$ cat config.mk
export PLATFORM = sky130hd
export DESIGN_NAME = uart_rx_core
export DESIGN_NICKNAME = d
export VERILOG_FILES = /design/src/rtl/uart_rx_core.sv
export SDC_FILE = /design/constraint.sdc
export NUM_CORES = 1
export LEC_CHECK = 0
export BUFFER_PORTS_ARGS = -buffer_cell sky130_fd_sc_hd__buf_2
export CORE_MARGIN = 2
export CORE_UTILIZATION = 45
export CTS_CLUSTER_SIZE = 24
export DETAILED_ROUTE_END_ITERATION = 8
export GPL_ROUTABILITY_DRIVEN = 1
export PLACE_DENSITY = 0.62
export SYNTH_ARGS = -nofsm -noshare
export SYNTH_HDL_FRONTEND = slang
export SYNTH_SLANG_ARGS = --single-unit
export TNS_END_PERCENT = 30
$ cat constraint.sdc
create_clock -name clk -period 2.8 [get_ports clk]
set_clock_uncertainty 0.1 [all_clocks]
set_input_delay 0.28 -clock clk [delete_from_list [all_inputs] [get_ports clk]]
set_output_delay 0.28 -clock clk [all_outputs]
set_load 0.005 [all_outputs]
$ cat src/rtl/uart_rx_core.sv
// UART receiver: 16x-oversampled deserialiser with optional parity and a
// valid/ack handoff carrying parity, framing and overrun status.
module uart_rx_core #(
    parameter int DATA_BITS  = 8,
    parameter int PARITY_EN  = 0,
    parameter int PARITY_ODD = 0
) (
    input  logic                 clk,
    input  logic                 rst,
    input  logic                 baud_tick,
    input  logic                 rxd,
    output logic [DATA_BITS-1:0] rx_data,
    output logic                 rx_valid,
    input  logic                 rx_ack,
    output logic                 parity_err,
    output logic                 frame_err,
    output logic                 overrun,
    output logic                 busy
);

    typedef enum logic [2:0] {IDLE, START, DATA, PARITY, STOP, BREAK} state_t;

    localparam logic [2:0] LAST_BIT = 3'(DATA_BITS - 1);
    localparam logic       HAS_PAR  = (PARITY_EN != 0);
    localparam logic       ODD      = (PARITY_ODD != 0);

    state_t                state, state_next;
    logic                  rx_meta, rxs;
    logic [3:0]            tcnt, tcnt_next;
    logic [2:0]            bcnt, bcnt_next;
    logic [DATA_BITS-1:0]  sr, sr_next;
    logic                  par, par_next;
    logic                  load, stop_low;

    always_ff @(posedge clk or negedge rst) begin
        if (!rst) begin
            rx_meta <= 1'b1;
            rxs     <= 1'b1;
        end else begin
            rx_meta <= rxd;
            rxs     <= rx_meta;
        end
    end

    always_ff @(posedge clk or negedge rst) begin
        if (!rst) state <= IDLE;
        else      state <= state_next;
    end

    always_ff @(posedge clk or negedge rst) begin
        if (!rst) begin
            tcnt <= 4'd0;
            bcnt <= 3'd0;
            sr   <= '0;
            par  <= 1'b0;
        end else begin
            tcnt <= tcnt_next;
            bcnt <= bcnt_next;
            sr   <= sr_next;
            par  <= par_next;
        end
    end

    // tcnt wraps 15->0 on its own, so the DATA/PARITY/STOP sample points fall
    // every 16 ticks after the mid-start-bit check.
    always_comb begin
        state_next = state;
        tcnt_next  = tcnt;
        bcnt_next  = bcnt;
        sr_next    = sr;
        par_next   = par;
        load       = 1'b0;
        stop_low   = 1'b0;
        case (state)
            IDLE: begin
                if (!rxs) begin
                    state_next = START;
                    tcnt_next  = 4'd0;
                    par_next   = 1'b0;
                end
            end
            START: begin
                if (baud_tick) begin
                    tcnt_next = tcnt + 4'd1;
                    if (tcnt == 4'd7) begin
                        tcnt_next  = 4'd0;
                        bcnt_next  = 3'd0;
                        state_next = rxs ? IDLE : DATA;
                    end
                end
            end
            DATA: begin
                if (baud_tick) begin
                    tcnt_next = tcnt + 4'd1;
                    if (tcnt == 4'd15) begin
                        sr_next = {rxs, sr[DATA_BITS-1:1]};
                        if (bcnt == LAST_BIT)
                            state_next = HAS_PAR ? PARITY : STOP;
                        else
                            bcnt_next = bcnt + 3'd1;
                    end
                end
            end
            PARITY: begin
                if (baud_tick) begin
                    tcnt_next = tcnt + 4'd1;
                    if (tcnt == 4'd15) begin
                        par_next   = rxs ^ (^sr) ^ ODD;
                        state_next = STOP;
                    end
                end
            end
            STOP: begin
                if (baud_tick) begin
                    tcnt_next = tcnt + 4'd1;
                    if (tcnt == 4'd15) begin
                        if (rxs) begin
                            load       = 1'b1;
                            state_next = IDLE;
                        end else begin
                            stop_low   = 1'b1;
                            state_next = BREAK;
                        end
                    end
                end
            end
            BREAK: begin
                if (rxs) state_next = IDLE;
            end
            default: state_next = IDLE;
        endcase
    end

    // A load in the same cycle as rx_ack wins: the old word counts as consumed.
    always_ff @(posedge clk or negedge rst) begin
        if (!rst) begin
            rx_data    <= '0;
            rx_valid   <= 1'b0;
            parity_err <= 1'b0;
            frame_err  <= 1'b0;
            overrun    <= 1'b0;
            busy       <= 1'b0;
        end else begin
            frame_err <= stop_low;
            overrun   <= 1'b0;
            busy      <= (state_next != IDLE);
            if (load) begin
                rx_data    <= sr;
                rx_valid   <= 1'b1;
                parity_err <= par & HAS_PAR;
                overrun    <= rx_valid & ~rx_ack;
            end else if (rx_ack && rx_valid) begin
                rx_valid   <= 1'b0;
                parity_err <= 1'b0;
            end
        end
    end

endmodule

== Word level (Yosys, flattened, before mapping) ==
Index checks and enable logic that the tools add are counted.

* Word-level logic and storage cells: 78
* Register bits after elaboration: 33
* Output and inout bits: 13
* Bits of input ports: 5

* Reduce and logical (&&, ||, !) cells: 10
* Eq/ne operators: 15
* Bitwise gates (word level): 2
* Muxes and demuxes: 37
* Add/subtract/negate cells: 2

{| class="wikitable"
|+ Operators with widths
! cell !! number
|-
| 3-bit 2-to-1 mux || 17
|-
| 3-bit case mux with 6 select lines || 1
|-
| 4-bit 2-to-1 mux || 4
|-
| 1-bit 2-to-1 mux || 12
|-
| 2-bit inequality test (second input constant) || 6
|-
| 4-bit case mux with 3 select lines || 1
|-
| 3-bit equality test (second input constant) || 3
|-
| 3-bit by 2-bit equality test with 1-bit output (second input constant) || 2
|-
| 3-bit case mux with 2 select lines || 1
|-
| 6-bit AND reduction || 1
|-
| 3-bit nonzero test || 2
|-
| 4-bit by 1-bit adder with 4-bit output (second input constant) || 1
|-
| 4-bit by 3-bit equality test with 1-bit output (second input constant) || 1
|-
| 4-bit equality test (second input constant) || 1
|-
| 4-bit AND reduction || 1
|-
| 2-bit nonzero test || 2
|-
| 3-bit by 1-bit adder with 3-bit output (second input constant) || 1
|-
| 3-bit by 1-bit equality test with 1-bit output (second input constant) || 1
|-
| 3-bit logical NOT || 1
|-
| 3-bit AND reduction || 1
|-
| 3-bit OR reduction || 1
|-
| 2-bit 2-to-1 mux || 1
|-
| 2-bit by 1-bit inequality test with 1-bit output (second input constant) || 1
|-
| 1-bit bitwise AND || 1
|-
| other kinds (2) || 2
|}

== Longest topological paths before layout ==
* Depth after elaboration: 6
* Mapped depth: 5
* Gate-level depth less buffers: 5

== Worst setup path after synthesis ==
No wires, ideal clock.

* Kind: reg-to-reg
* From: register tcnt[0]
* To: register rx_data[0]
* Path buffers: 0
* Setup time: 0.125 ns
* Clock period less this slack: 1.997 ns
* Path slack: 0.803 ns
* Cell stages (with the launch flop): 6
* Data required time: 2.575 ns
* Arrival: 1.772 ns
* Cell sequence: dfrtp_1 ha_1 and4_4 nand2b_4 nor4b_4 mux2_2

* Word-level cells in the longest chain between the ends: 4

{| class="wikitable"
|+ Ends and longest elaborated chain
! item !! RTL line !! text
|-
| from (decl) || 29 || <nowiki>logic [3:0] tcnt, tcnt_next;</nowiki>
|-
| from (signal assigned) || 57 || <nowiki>tcnt <= tcnt_next;</nowiki>
|-
| 4-bit equality test || 116 || <nowiki>if (tcnt == 4'd15) begin</nowiki>
|-
| 1-bit 2-to-1 mux || 116 ||
|-
| 1-bit 2-to-1 mux || 114 || <nowiki>if (baud_tick) begin</nowiki>
|-
| 1-bit 2-to-1 mux || 74 || <nowiki>case (state)</nowiki>
|-
| to (signal assigned) || 148 || <nowiki>rx_data <= sr;</nowiki>
|-
| to (decl) || 12 || <nowiki>output logic [DATA_BITS-1:0] rx_data,</nowiki>
|}

No other way between the ends.
A chain may end at the register's enable or synchronous reset.

== Final worst setup path ==
* From: register tcnt[0]
* To: register rx_data[5]

Same word-level chain as after synthesis.

==> impl_metrics.ini <==
[run_status]
outcome = finished, final reports clean

[pwr]
seq_power_share_pct = 50.4
p_leak_nw = 0.837
p_sw_uw = 292
p_per_area_nw_per_um2 = 688
combPwrFrac_pct = 15.4
pwr-share-clk_pct = 34.2
intPower_uw = 865
ir_worst_vdd_v = 0.000362
total_power_mw = 1.16
p_sw_share_pct = 25.2

[sta]
slew_viol_final = 0
worst_pin_slew_ns = 0.676
setup_viol = 0
tns_ns = 0
rsz0062_at_grt = false
relSlewSlack_pct = 54.9
post-route-min-period_ns = 2.24
timing.hold.ws_ns = 0.139
final_min_period_over_clock_period_pct = 80.1
hold_viol = 0
timing.fmax_mhz = 446

[floorplanning]
fp-row-count = 20
coreArea_sq_um = 3080
initial_core_util_pct = 47.6
dieHeight_microns = 61.1
ios = 18
die-area_sq_um = 3730
die_w_microns = 61.1

[finish]
final_area_sq_um = 1680
nets = 142
drive_above_1_share_pct = 40.0
final_cells = 179
diodes = 0
area_delta_synth_final_pct = 14.6

[min_path]
min_path_type = in -> reg

[grt]
overflow = 0
grt-busiest-layer = met2
grt_use_total_pct = 15.3
grt_pass1_wl_mm = 4.08
grt_pass1_vias = 943
use_met3_pct = 6.30
met1_usage_pct = 18.5
grt_max_degree = 33
antenna_found_initial = 0
met2_usage_pct = 24.2

[place]
io_buffer_count = 16
placed_cells = 169
hpwl_mm = 1.66
place.gp.congestion = 0.804
placed_cell_area_sq_um = 1570

[clock_network]
insertion_delay_ns = 0.34
cts_max_level = 2
cts_root_buffer = clkbuf_4
cts_tree = done
cts.sinks = 32
path_clk_slew_ns = 0.11
clockBufferDepth = 2
cts_buffers = 5

[critical_path]
arrival_ns = 2.36
end_kind = flop
critPathKind = reg -> reg
worstPathRequired_ns = 2.92
critPathLaunchType = flop
crit_fanout = 10

[route]
viasPerCell = 5.20
drc = 0
dr.pass1.iters = 4
num_vias = 931
antenna_left = 0
wirelength_mm = 2.41
routedWlPerCell_microns = 13.4
first_iter_violations = 19

[synthesis]
ys_seq_elements = 32
synth_nets = 121
syn_area_per_cell_sq_um = 13.0
synth_area_sq_um = 1470
synth.area.top_cells = dfrtp_1, mux2_2, dfstp_2
async_reset_ff_share_pct = 100
syn_inst = 113
yosysMostFrequentCell = dfrtp_1
yosysTopAreaCell = dfrtp_1
yosysWarnings = 0
netlist_top_cells_count = dfrtp_1, mux2_2, nor2_1
synthFlopType = dfrtp_1
synth_top_area_share_pct = 51.2
synth_edf_count = 0
ys_types = 42
yosysSeqAreaShare_pct = 54.8

[job]
drv_cap = 0
## logic make-up after synthesis
| family | Yosys count | synth area share [%] |
|---|---|---|
| other | 1 | 0.256 |
| buffers and inverters | 9 | 3.75 |
| and+or+nand+nor | 28 | 13.4 |
| xor gates and xnor gates | 1 | 0.597 |
| AOI/OAI and AO/OA | 20 | 10.2 |
| adders and majority gates | 3 | 2.56 |
| DFF | 32 | 54.8 |
| muxes | 19 | 14.5 |
## path summary, 6_finish.rpt
check / from / to / slack (ns) / cells past startpoint
worst max-delay path: tcnt[0] / rx_data[5] / 0.56 / 5
worst min register to register: rx_meta / rxs / 0.26 / 0
worst min-delay path: rx_ack / rx_valid / 0.14 / 3
min in group asynchronous: rst / tcnt[2] / 0.41 / 2
max in group asynchronous: rst / bcnt[0] / 1.74 / 2
worst max register to register: tcnt[0] / rx_data[5] / 0.56 / 5
## cell type report
class	instances	area, sq um
Fill cell	273	1400
Sequential cell	32	803
Multi-Input combinational cell	72	608
Timing Repair Buffer	18	100
Clock buffer	7	65.1
Tap cell	44	55.1
Clock inverter	1	30.0
Inverter	5	18.8
## cell usage in the layout (no fill, tap or decap), drive strengths merged, types with 3 or more instances in the layout
master	n
dfrtp	30
nor2	7
buf	16
ha	3
mux2	18
nand3	3
clkbuf	7
o21ai	5
inv	5
a22o	3
## metal layers
| layer | share of wire, % | vias to the layer above |
|---|---|---|
| met4 | 2.1 | 0 |
| met5 | 0 | - |
| met3 | 4.8 | 5 |
| met1 | 47 | 456 |
| met2 | 46 | 17 |
| li1 | - | 453 |
## timing repair
action                                 CTS  global route
endpoints found under the hold margin   31             0
hold buffers                             2             0
buffers inserted                         0             0
gates resized for setup                  0             0
## registers in the layout (all words and copies together) (netlist names)
signal     cells
state          3
tcnt           4
bcnt           3
rx_data        8
rxs            1
frame_err      1
rx_meta        1
rx_valid       1
sr             8
busy           1
overrun        1
## critical path, cell delays in order, from the launching register on
cell and delay, ns:
dfrtp_1 0.39, ha_1 0.27, and4_4 0.27, nand2b_4 0.07
nor4b_4 0.61, mux2_2 0.40
## metrics by stage
stage | util [%] | setup slack (ns)
after floorplan | - | 0.803
after global placement | 50.9 | 0.601
after detailed placement | 50.9 | 0.554
after CTS | 54.6 | 0.522
after global routing | 54.6 | 0.404
final | 54.6 | 0.557
## power groups by stage
stage,Sequential [mW],Clock [mW],Combinational (mW)
after floorplan,0.573,0,0.148
after global placement,0.586,0,0.171
after detailed placement,0.592,0,0.178
after CTS,0.584,0.405,0.181
after global routing,0.597,0.427,0.199
final,0.583,0.396,0.178
(Power assumes the default switching activity.)
